[config.mk]
export PLATFORM = sky130hd
export DESIGN_NAME = adder_tree_frame_packer
export DESIGN_NICKNAME = d
export VERILOG_FILES = /design/src/rtl/adder_tree_pkg.sv /design/src/rtl/adder_tree_frame_packer.sv
export SDC_FILE = /design/constraint.sdc
export NUM_CORES = 1
export LEC_CHECK = 0
export ABC_AREA = 1
export CELL_PAD_IN_SITES_DETAIL_PLACEMENT = 0
export CELL_PAD_IN_SITES_GLOBAL_PLACEMENT = 1
export CORE_UTILIZATION = 25
export DETAILED_ROUTE_END_ITERATION = 8
export PLACE_DENSITY_LB_ADDON = 0.1
export SLEW_MARGIN = 20
export SYNTH_ARGS = -nofsm -noshare
export SYNTH_HDL_FRONTEND = slang
export SYNTH_SLANG_ARGS = --single-unit
[constraint.sdc]
create_clock -name clk -period 4.1 [get_ports clk]
set_input_delay 0.82 -clock clk [delete_from_list [all_inputs] [get_ports clk]]
set_output_delay 0.82 -clock clk [all_outputs]
set_load 0.005 [all_outputs]
[src/rtl/adder_tree_pkg.sv]
// Shared sizing helpers for the CSA adder tree and its front-end frame packer.
// Both sides derive their widths from here so they cannot diverge.
package adder_tree_pkg;

    // Number of 3:2 compressor stages needed to reduce n operands down to two.
    function automatic int unsigned StageCount(input int unsigned n);
        int unsigned k;
        int unsigned s;
        k = n;
        s = 0;
        while (k > 2) begin
            k = k - k / 3;
            s = s + 1;
        end
        return s;
    endfunction

    function automatic int unsigned OutWidth(input int unsigned w, input int unsigned n);
        return w + StageCount(n) + 2;
    endfunction

    function automatic int unsigned LaneWidth(input int unsigned n);
        return $clog2(n + 1);
    endfunction

    localparam int unsigned TREE_DATA_W = 3;
    localparam int unsigned TREE_DATA_N = 4;
    localparam int unsigned TREE_OUT_W  = OutWidth(TREE_DATA_W, TREE_DATA_N);

endpackage

[src/rtl/adder_tree_frame_packer.sv]
// Packs a valid-qualified sample stream into zero-padded I_DATA_N-lane frames for the adder tree.
// Frames close on the N-th sample or on i_last; i_flush drops the partial frame.
module adder_tree_frame_packer
    import adder_tree_pkg::*;
#(
    parameter int unsigned I_DATA_W = 3,
    parameter int unsigned I_DATA_N = 4,
    localparam int unsigned LANE_W  = LaneWidth(I_DATA_N)
) (
    input  logic                                  clk,
    input  logic                                  rst,
    input  logic                                  i_valid,
    input  logic [I_DATA_W-1:0]                   i_data,
    input  logic                                  i_last,
    input  logic                                  i_flush,
    output logic [0:I_DATA_N-1][I_DATA_W-1:0]     o_data,
    output logic                                  o_valid,
    output logic [LANE_W-1:0]                     o_lanes,
    output logic [15:0]                           o_frame_cnt
);

    localparam int unsigned PTR_W = $clog2(I_DATA_N);

    logic [0:I_DATA_N-1][I_DATA_W-1:0] fill_q, fill_d;
    logic [PTR_W-1:0]                  ptr_q, ptr_d;
    logic [0:I_DATA_N-1][I_DATA_W-1:0] data_d;
    logic                              valid_d;
    logic [LANE_W-1:0]                 lanes_d;
    logic [15:0]                       cnt_d;
    logic                              close;

    assign close = i_valid && !i_flush && (i_last || (ptr_q == PTR_W'(I_DATA_N - 1)));

    always_comb begin
        fill_d  = fill_q;
        ptr_d   = ptr_q;
        data_d  = o_data;
        valid_d = 1'b0;
        lanes_d = o_lanes;
        cnt_d   = o_frame_cnt;
        if (i_flush) begin
            fill_d = '0;
            ptr_d  = '0;
        end else if (close) begin
            // Lanes above ptr are zeroed so the tree sum covers only real samples.
            for (int i = 0; i < int'(I_DATA_N); i++) begin
                if (PTR_W'(i) < ptr_q) begin
                    data_d[i] = fill_q[i];
                end else if (PTR_W'(i) == ptr_q) begin
                    data_d[i] = i_data;
                end else begin
                    data_d[i] = '0;
                end
            end
            valid_d = 1'b1;
            lanes_d = LANE_W'(ptr_q) + LANE_W'(1);
            cnt_d   = o_frame_cnt + 16'd1;
            fill_d  = '0;
            ptr_d   = '0;
        end else if (i_valid) begin
            fill_d[ptr_q] = i_data;
            ptr_d         = ptr_q + PTR_W'(1);
        end
    end

    always_ff @(posedge clk or posedge rst) begin
        if (rst) begin
            fill_q      <= '0;
            ptr_q       <= '0;
            o_data      <= '0;
            o_valid     <= 1'b0;
            o_lanes     <= '0;
            o_frame_cnt <= '0;
        end else begin
            fill_q      <= fill_d;
            ptr_q       <= ptr_d;
            o_data      <= data_d;
            o_valid     <= valid_d;
            o_lanes     <= lanes_d;
            o_frame_cnt <= cnt_d;
        end
    end

endmodule
==> results by group <==
Timing
  – Final setup fails: 0
  – Slew HR: 0.423
  – Final Hold Fails: 0
  – Fmax: between 400 and 500 MHz
  – RSZ-0062 raised after global routing: no
  – Final Max Tran Viols: 0
  – Post-route clock period utilization: 0.520
  – Worst-margin pin slew: 0.861 ns
  – Final setup TNS: 0 ns
  – Tmin final: approximately 2.1 ns
  – Worst clock skew: 0.0100 ns

Synth
  – Yosys cell types: 29
  – Synth warnings: 0
  – Post-synth EDFFs: 0
  – Mapped Cells: 258
  – Post-Syn Area: 2160 µm²
  – Register area share after synthesis: 0.497
  – Async SR Flop Fraction: 1.00
  – #FFs+latches synth: 43
  – Syn Area/Cell: 8.38 µm²
  – Top_reg_cell synth: dfrtp_1
  – Syn_nets: 272

Placement
  – DPL Wire Length: 3780 µm
  – Routability cong.: 0.741
  – Port bufs: 39
  – Cell Area, Placed: 2660 µm²

Critical path
  – WS Path Type: reg -> out
  – Reg2Reg Depth: 8
  – FF-to-FF End: o_frame_cnt[11]$_DFFE_PP0P_
  – Slowest CP cell: clkdlybuf4s50_1
  – Crit Path Max Fanout: 5
  – Critical path's top delay family: buffers and inverters
  – Crit end category: primary output
  – Launch point of the critical path: o_frame_cnt[6]$_DFFE_PP0P_
  – CP Depth: 1
  – R2R Path Start: ptr_q[1]$_DFFE_PP0P_
  – CP Cell Sequence: clkdlybuf4s50_1
  – Req. time, crit path: 3.28 ns
  – WP buf/inv: 1
  – R2R Setup Slk: between 2 and 2.5 ns
  – Critical Path End: o_frame_cnt[6]
  – Critical Path Source Type: flip-flop
  – Crit path DAT: 1.31 ns
  – CP max stage delay: 0.55 ns

Route
  – DR iter-0 viols: 97
  – Final WL: 5280 µm
  – Drt via density: 4.22
  – Per-cell routed wire length: 13.0 µm
  – DR DRC count: 0
  – Vias: 1717
  – Final ANT Viol Nets: 0
  – Drt first pass iters: 4

Finish
  – P&R area growth vs syn: 27.1%
  – Antenna diode count: 0
  – Share of cells above drive strength 1: 0.0861
  – Post-route cell area: 2750 µm²
  – Fillers: 903
  – Area of the multi-input gates: 943 µm²
  – Register area: 1080 µm²
  – Total Nets Final: about 320

Clocking
  – Skew-Pair Late Insertion Delay: 0.30 ns
  – Hold bufs inserted after CTS: 0
  – Num CTS Buffers: 5
  – Clock sinks: 43
  – CTS tree: built
  – Worst-path clk slew: 0.09 ns
  – # resized after CTS: 0
  – Clk buf depth: 2
  – CTS Root Cell: clkbuf_8
  – Htree depth: 2
  – Setup repair bufs after CTS: 0

Die
  – Die area: about 9000 µm²
  – Initial Util: 0.261
  – Core area: just over 8000 µm²
  – Floorplan row count: 33
  – I/O pin cnt: 40
  – Die height: roughly 95 µm
  – Die X: 95.0 µm

Global routing
  – Total gr overflow: 0
  – Global-route wire length before repair: 8800 µm
  – Vias in the first global route: 1643
  – Initial antenna violation count: 0
  – GRT Util Overall: 0.131
  – Largest net degree at the start of global routing: 24

Power
  – Power per cell area: between 300 and 400 nW/µm²
  – Peak supply drop: 0.138 mV
  – P_leak: ~0.0013 µW

Min path
  – HP Class: reg -> reg

Run
  – Max-Cap Viols: 0

Status
  – Run status: completed
## sequential cells by signal, summed over array words and instances (netlist names)
register     cells
fill_q           9
o_data          12
o_frame_cnt     16
o_lanes          3
o_valid          1
ptr_q            2
## worst min-delay path by stage
stage | start | cells after the start | end | slack (ns)
after floorplan | fill_q[4]$_DFFE_PP0P_ | 2 | fill_q[4]$_DFFE_PP0P_ | 0.44
after global placement | fill_q[4]$_DFFE_PP0P_ | 2 | fill_q[4]$_DFFE_PP0P_ | 0.46
after detailed placement | fill_q[4]$_DFFE_PP0P_ | 2 | fill_q[4]$_DFFE_PP0P_ | 0.46
after CTS | fill_q[4]$_DFFE_PP0P_ | 2 | fill_q[4]$_DFFE_PP0P_ | 0.48
after global routing | o_data[0]$_DFFE_PP0P_ | 2 | o_data[0]$_DFFE_PP0P_ | 0.50
final | fill_q[11]$_DFFE_PP0P_ | 2 | fill_q[11]$_DFFE_PP0P_ | 0.48
## where the power goes
group          internal, µW  leakage (µW)  switching, µW
registers               470      0.000565           50.9
logic                   123      0.000674           99.3
clock network           133     0.0000470            149
## worst register-to-register path: cells and delay by family (launching register included)
| family | cells | cell delay, ns |
|---|---|---|
| flops | 1 | 0.54 |
| simple gates | 6 | 0.74 |
| buf+inv | 1 | 0.09 |
| fa+ha+maj | 1 | 0.31 |
## layout by cell type (no fill, tap or decap), drive strengths merged
cell           instances
o21ai                 11
o211ai                 3
a21oi                  6
clkdlybuf4s50         39
nor2                  23
inv                   28
clkbuf                 6
clkinv                 3
o21a                   3
buf                    1
dfrtp                 43
nand4                  3
nand3b                 3
a31oi                  1
o22ai                  1
xor2                   3
xnor2                  4
ha                     6
nand3                 18
nand2                 97
## area by class of cell
cell class	instances	share of cell area
Clock buffer	6	0.0300
Clock inverter	1	0.00182
Inverter	30	0.0410
Multi-Input combinational cell	182	0.343
Sequential cell	43	0.391
Tap cell	105	0.0478
Timing Repair Buffer	40	0.145
## cells by family (layout without fill, tap and decap cells)
group           after synthesis  after routing  synth area share
simple gates                144            144             0.305
xor+xnor                      7              7            0.0283
fa+ha+maj                     6              6            0.0347
compound gates               25             25            0.0677
buf+inv                      33             77            0.0665
flops                        43             43             0.497
## metrics by stage
stage / hold slack, ns / total power (µW) / utilization / worst slack (ns) / std cells
after global placement: 0.457 / 760 / 0.321 / 1.73 / 400
after floorplan: 0.442 / 623 / - / 2.28 / 258
final: 0.477 / 1020 / 0.331 / 1.97 / 407
after global routing: 0.504 / 1090 / 0.331 / 1.91 / 407
after detailed placement: 0.458 / 758 / 0.321 / 1.72 / 400
after CTS: 0.480 / 1050 / 0.331 / 1.95 / 407
## cells in the mapped netlist (2+ instances only)
master	count	area share
nand2_1	91	0.16
dfrtp_1	43	0.50
inv_1	28	0.049
nand3_1	16	0.037
nor2_1	15	0.026
o21ai_1	9	0.021
ha_1	6	0.035
a21oi_1	5	0.012
nand2_2	5	0.014
nor2_2	4	0.012
xnor2_1	4	0.016
nand3b_1	3	0.010
nand4_1	3	0.0087
nor2_4	3	0.016
o211ai_1	3	0.010
o21a_1	3	0.010
xor2_1	3	0.012
nand3_2	2	0.0093
o21ai_0	2	0.0046
## routing by layer
layer,vias up,share of wire,GRT usage
met5,-,0,0
met4,0,0.0091,0.0379
met3,5,0.035,0.0311
met2,36,0.40,0.185
met1,780,0.55,0.194
li1,896,-,-
Note: power is estimated with default switching activity, not from simulation.
